**src/rtl/hazard_ctrl.sv**
```systemverilog
// Hazard/sequencing controller for the 5-stage RV32I core: stall, flush and forward selects plus data-memory wait sequencing.
// Latency: all outputs are combinational from registered E/M/W records and current inputs; a memory wait stalls every stage and never self-releases.
module hazard_ctrl #(
    parameter int unsigned MEM_TIMEOUT = 255
) (
    input  logic       clk,
    input  logic       reset,
    input  logic [4:0] Rs1D,
    input  logic [4:0] Rs2D,
    input  logic [4:0] RdD,
    input  logic       UseRs1D,
    input  logic       UseRs2D,
    input  logic       RegWriteD,
    input  logic       LoadD,
    input  logic       BranchTakenE,
    input  logic       DmemReqM,
    input  logic       DmemReadyM,
    output logic       StallF,
    output logic       StallD,
    output logic       StallE,
    output logic       StallM,
    output logic       FlushD,
    output logic       FlushE,
    output logic       FlushW,
    output logic [1:0] ForwardAE,
    output logic [1:0] ForwardBE,
    output logic       MemTimeout
);

    typedef struct packed {
        logic [4:0] rd;
        logic [4:0] rs1;
        logic [4:0] rs2;
        logic       regwrite;
        logic       load;
    } rec_t;

    // WB keeps only the fields the forwarding compare reads.
    typedef struct packed {
        logic [4:0] rd;
        logic       regwrite;
    } wrec_t;

    typedef enum logic {
        RUN      = 1'b0,
        MEM_WAIT = 1'b1
    } state_t;

    localparam logic [15:0] TIMEOUT_LIM = 16'(MEM_TIMEOUT);

    rec_t        e_q, e_d, m_q, m_d;
    wrec_t       w_q, w_d;
    state_t      state_q, state_d;
    logic [15:0] cnt_q, cnt_d;
    logic        timeout_q, timeout_d;

    logic w8;
    logic load_use;
    logic stall_f, stall_d, stall_e, stall_m;
    logic flush_d, flush_e, flush_w;

    function automatic logic [1:0] fwd_sel(input logic [4:0] src, input rec_t m, input wrec_t w);
        logic [1:0] sel;
        sel = 2'b00;
        if (m.regwrite && (m.rd != 5'd0) && (m.rd == src) && !m.load) begin
            sel = 2'b10;
        end else if (w.regwrite && (w.rd != 5'd0) && (w.rd == src)) begin
            sel = 2'b01;
        end
        return sel;
    endfunction

    always_comb begin
        w8       = DmemReqM && !DmemReadyM;
        load_use = e_q.load && (e_q.rd != 5'd0) &&
                   ((UseRs1D && (Rs1D == e_q.rd)) || (UseRs2D && (Rs2D == e_q.rd)));

        stall_f = 1'b0;
        stall_d = 1'b0;
        stall_e = 1'b0;
        stall_m = 1'b0;
        flush_d = 1'b0;
        flush_e = 1'b0;
        flush_w = 1'b0;

        // A taken branch during a wait is deferred: E holds it until the wait ends.
        if (w8) begin
            stall_f = 1'b1;
            stall_d = 1'b1;
            stall_e = 1'b1;
            stall_m = 1'b1;
            flush_w = 1'b1;
        end else if (BranchTakenE) begin
            flush_d = 1'b1;
            flush_e = 1'b1;
        end else if (load_use) begin
            stall_f = 1'b1;
            stall_d = 1'b1;
            flush_e = 1'b1;
        end

        e_d = e_q;
        m_d = m_q;
        w_d = '0;
        if (!w8) begin
            w_d = '{rd: m_q.rd, regwrite: m_q.regwrite};
            m_d = e_q;
            if (flush_e) begin
                e_d = '0;
            end else begin
                e_d = '{rd: RdD, rs1: Rs1D, rs2: Rs2D,
                        regwrite: RegWriteD && (RdD != 5'd0), load: LoadD};
            end
        end

        state_d = w8 ? MEM_WAIT : RUN;
        cnt_d   = 16'd0;
        if (w8) begin
            if (state_q == RUN) begin
                cnt_d = 16'd1;
            end else if (cnt_q != 16'hFFFF) begin
                cnt_d = cnt_q + 16'd1;
            end else begin
                cnt_d = cnt_q;
            end
        end
        timeout_d = timeout_q || (w8 && (cnt_d == TIMEOUT_LIM));
    end

    always_comb begin
        StallF     = stall_f && !reset;
        StallD     = stall_d && !reset;
        StallE     = stall_e && !reset;
        StallM     = stall_m && !reset;
        FlushD     = flush_d && !reset;
        FlushE     = flush_e && !reset;
        FlushW     = flush_w && !reset;
        ForwardAE  = reset ? 2'b00 : fwd_sel(e_q.rs1, m_q, w_q);
        ForwardBE  = reset ? 2'b00 : fwd_sel(e_q.rs2, m_q, w_q);
        MemTimeout = timeout_q && !reset;
    end

    always_ff @(posedge clk) begin
        if (reset) begin
            e_q       <= '0;
            m_q       <= '0;
            w_q       <= '0;
            state_q   <= RUN;
            cnt_q     <= 16'd0;
            timeout_q <= 1'b0;
        end else begin
            e_q       <= e_d;
            m_q       <= m_d;
            w_q       <= w_d;
            state_q   <= state_d;
            cnt_q     <= cnt_d;
            timeout_q <= timeout_d;
        end
    end

endmodule

```
**config.mk**
```make
export PLATFORM = sky130hd
export DESIGN_NAME = hazard_ctrl
export DESIGN_NICKNAME = d
export VERILOG_FILES = /design/src/rtl/hazard_ctrl.sv
export SDC_FILE = /design/constraint.sdc
export NUM_CORES = 1
export LEC_CHECK = 0
export CORE_MARGIN = 2
export CORE_UTILIZATION = 53
export DETAILED_ROUTE_END_ITERATION = 10
export PLACE_DENSITY = 0.9
export SKIP_CTS_REPAIR_TIMING = 1
export SYNTH_ARGS = -nofsm -noshare
export SYNTH_HDL_FRONTEND = slang
export SYNTH_SLANG_ARGS = --single-unit
```
**constraint.sdc**
```tcl
create_clock -name clk -period 2.5 [get_ports clk]
set_input_delay 0.5 -clock clk [delete_from_list [all_inputs] [get_ports clk]]
set_output_delay 0.5 -clock clk [all_outputs]
set_load 0.01 [all_outputs]
```
After elaboration in Yosys (flattened, before gate mapping)
Cells that the tools add are included.

Flip-flop bits (word level): 48. Output and inout port bits: 12. Bits of input ports: 24.

Equal/unequal tests: 8. Multiplexer cells: 18. Reduce and logical (&&, ||, !) cells: 30. Add/subtract/negate cells: 1.

Operator list (number): 16-bit 2-to-1 mux (3); 5-bit equality test (6); 1-bit logical AND (20); 5-bit nonzero test (4); 17-bit 2-to-1 mux (1); 16-bit by 1-bit adder with 16-bit output, second input constant (1); 16-bit by 8-bit equality test with 1-bit output, second input constant (1); 16-bit inequality test, second input constant (1); 1-bit 2-to-1 mux (10); 2-bit 2-to-1 mux (4); 1-bit zero test (3); 1-bit logical OR (2); 2-bit OR reduction (1).

Logic depth before layout (Yosys ltp)
Depth after elaboration: 8. Gate-level depth with buffers: 8. Depth with buffers taken out: 7.

Worst setup path before layout
No wires, ideal clock.

Path kind: input port to output port. Start: input port reset. End: output port StallF. Cell stages on the path: 5. Slack: 190 ps. Data arrival time: 1810 ps. Path through: clkbuf_1 -> nor3b_2 -> clkbuf_1 -> a41o_1 -> buf_4.

Longest elaborated chain between the ends: 2.

Ends and longest elaborated chain: start: declaration (line 7) `input logic reset,`; 1-bit zero test; 1-bit logical AND; end: declaration (line 18) `output logic StallF,`.

No other way between the ends.

Final worst setup path
Start: input port Rs2D[1]. End: output port FlushE.

Longest elaborated chain between the ends: 8.

Ends and longest elaborated chain: start: declaration (line 9) `input logic [4:0] Rs2D,`; 5-bit equality test (line 76) `((UseRs1D && (Rs1D == e_q.rd)) || (UseRs2D && (Rs2D == e_q.rd)));`; 1-bit logical AND (line 76); 1-bit logical OR (line 76); 1-bit logical AND (line 75) `load_use = e_q.load && (e_q.rd != 5'd0) &&`; 1-bit 2-to-1 mux (line 96) `end else if (load_use) begin`; 1-bit 2-to-1 mux (line 93) `end else if (BranchTakenE) begin`; 1-bit 2-to-1 mux (line 87) `if (w8) begin`; 1-bit logical AND (line 136) `FlushE = flush_e && !reset;`; end: declaration (line 23) `output logic FlushE,`.

No other way between the ends.

==> run summary <==
Antenna diodes = 0
Crit Path Category = in -> out
Syn avg cell area = 9.56 um2
Wire per inst = 16.8 um
Sequential-to-total area share from yosys stat = 40.4%
Final Max Slew Viols = 0
CP endpoint kind = output port
Delay of the slowest critical-path stage = 0.50 ns
Final hold violation count = 0
Crit share post-route = 99.7%
Die Area = 5040 um2
CP max stage cell = clkdlybuf4s50_1
Int Power = 1.11 mW
Netlist cell types = 52
Synth area leaders = dfxtp_1, a22o_1, xnor2_1
Area leader, netlist = dfxtp_1
# port buffers = 35
Hold slack = 0.464 ns
Crit path max fanout = 2
Clock sink count = 48
Synthesized area = 2380 um2
Layout cells sized above 1 = 16.4%
Total I/O pin count = 36
Worst hold path class = reg -> reg
Max Buffers Root-to-Sink = 2
Post-placement setup slack = -0.417 ns
Synth Warn # = 0
Slew HR = 57.1%
DR pass1 iterations = 4
Static Leakage = 1.35 nW
Minimum clock period = 2.49 ns
Clk_lat worst skew = 0.30 ns
Setup TNS = 0 ns
Cells after Synth = 249
Row count = 24
Pwr Total = 1.45 mW
Slew @ Worst Pin = 0.643 ns
Switching fraction of total power = 23.3%
F_max = 401 MHz
Critical path data required time = 2.00 ns
Reg power frac = 55.7%
Reported net switching power = 0.338 mW
DP HPWL = 4360 um
Final non-filler cell area = 3070 um2
Top-area cell type share of the netlist area = 40.4%
Bufs and invs on worst path = 2
Final setup skew = 0.00466 ns
CTS H-tree depth = 2
Final net count = 328
Post-synthesis register bit count = 48
GP Congestion = 0.930
DRC viols = 0
Max_cap viols = 0
Die W = 71.0 um
Vias in the first global route = 2,085
Largest net degree at the start of global routing = 19
CP Cell Sequence = clkdlybuf4s50_1 > xnor2_1 > nand4_1 > o22ai_2 > a31oi_1 > nor2b_1 > dlymetal6s2s_1
CP arrival = 1.99 ns
Via density per instance = 5.96
Layout area overhead = 29.1%
Placed cells = 346
RSZ-0062 raised after global routing = true
Die Y = 71.0 um
Status = completed
Syn_nets = 274
Initial antenna violation count = 0
CTS Buf Count = 5
Core region area = 4350 um2
Gr ovfl total = 0
Post-synth ARST share = 0%
Maximum vdd ir drop = 327 uV
Clock Power Share = 32.3%
Vias = 2,121
Power per cell area = 471 nW/um2
Routed WL = 5980 um
Prevailing post-synth register cell = dfxtp_1
Dpl cell area = 2900 um2
Detail Route Antenna Nets = 0
Core Util, Final = 70.5%
Crit path launch type = input pin
Setup ws final = 0.00766 ns
Clock transition at path regs = 0.08 ns
Final cell count without fillers = 356
CTS tree = yes
Total GRT Usage = 24.6%
Initial DRC count = 198
First-pass GRT wire length = 9940 um
Setup Viol. Count Final = 0
Root Buffer = clkbuf_8
Top delay family on crit path = buffers and inverters
EDFF count, synth = 0
Logic pwr share = 12.0%
Starting density of the core = 54.7%
## worst register-to-register path: cells and delay by family, from the launching register on
kind / cells / cell delay, ns
AND/OR/NAND/NOR: 5 / 1.31
flip-flops: 1 / 0.43
adder cells (fa/ha/maj): 1 / 0.32
AO/OA/AOI/OAI: 1 / 0.19
## cell usage after synthesis (2+ instances only)
master / instances
buf_2: 2
and2_1: 8
nand4_1: 6
nand2b_1: 2
a21boi_0: 2
nand4b_1: 2
a31oi_1: 5
xor2_1: 18
nor4_1: 6
inv_1: 5
a22o_1: 23
nor2_1: 17
or4_1: 5
nor3b_1: 2
clkbuf_1: 5
mux2i_1: 2
nor3_1: 8
nand4_2: 2
o211ai_1: 2
o21ai_0: 9
nand2_1: 8
nand3_1: 4
buf_4: 3
nor2b_1: 3
dfxtp_1: 48
and3_1: 2
a21oi_1: 5
xnor2_1: 21
## cell families (layout without fill, tap and decap cells)
| group | Yosys count | after routing | synth area share, % |
|---|---|---|---|
| mux | 4 | 4 | 1.79 |
| buf+inv | 16 | 71 | 3.15 |
| simple gates | 86 | 86 | 22.4 |
| xor+xnor | 39 | 39 | 14.4 |
| compound gates | 55 | 55 | 17.4 |
| flops | 48 | 48 | 40.4 |
| fa+ha+maj | 1 | 1 | 0.526 |
## final timing paths
kind / slack, ns / depth (start not counted) / to / startpoint
min reg2reg: 0.46 / 1 / cnt_q[0] / state_q
max: 0.008 / 7 / FlushE / Rs2D[1]
max reg2reg: 0.20 / 7 / timeout_q / cnt_q[0]
min: 0.46 / 1 / cnt_q[0] / state_q
## cells in the final DEF (no fill, tap or decap), types with 3 or more instances in the layout
master	count
a21oi_1	4
a22o_1	23
a31oi_1	5
and2_1	8
buf_4	22
clkbuf_8	6
clkdlybuf4s50_1	24
dfxtp_1	46
dlymetal6s2s_1	9
inv_1	5
nand2_1	8
nand3_1	4
nand4_1	6
nor2_1	16
nor2b_1	3
nor3_1	7
nor4_1	5
o21ai_0	8
or4_1	4
xnor2_1	21
xor2_1	18
## power groups by stage
stage | combinational, mW | clock (mW) | sequential, mW
floorplan | 0.0761 | 0 | 0.817
global placement | 0.153 | 0 | 0.822
detailed placement | 0.159 | 0 | 0.824
CTS | 0.160 | 0.473 | 0.805
global route | 0.186 | 0.502 | 0.809
finish | 0.173 | 0.468 | 0.806
## final cells by class
cell class	instances	area, um2
Timing Repair Buffer	58	539
Inverter	5	18.8
Multi-Input combinational cell	185	1400
Fill cell	297	1280
Sequential cell	48	963
Tap cell	52	65.1
Clock buffer	8	90.1
## state kept, by name, indices dropped and copies added (netlist names)
name       flops
m_q            7
state_q        1
timeout_q      1
e_q           17
cnt_q         16
w_q            6
## layer usage
layer	part of all wire, %	vias up	wire length [um]	global-route usage (%)
met4	2.0	0	121	8.39
met3	4.7	14	278	4.70
met2	49	77	2930	41.0
met1	44	1001	2650	32.0
met5	0	-	0	0
li1	-	1029	-	-
No activity file was read; power rests on OpenSTA's default activity.
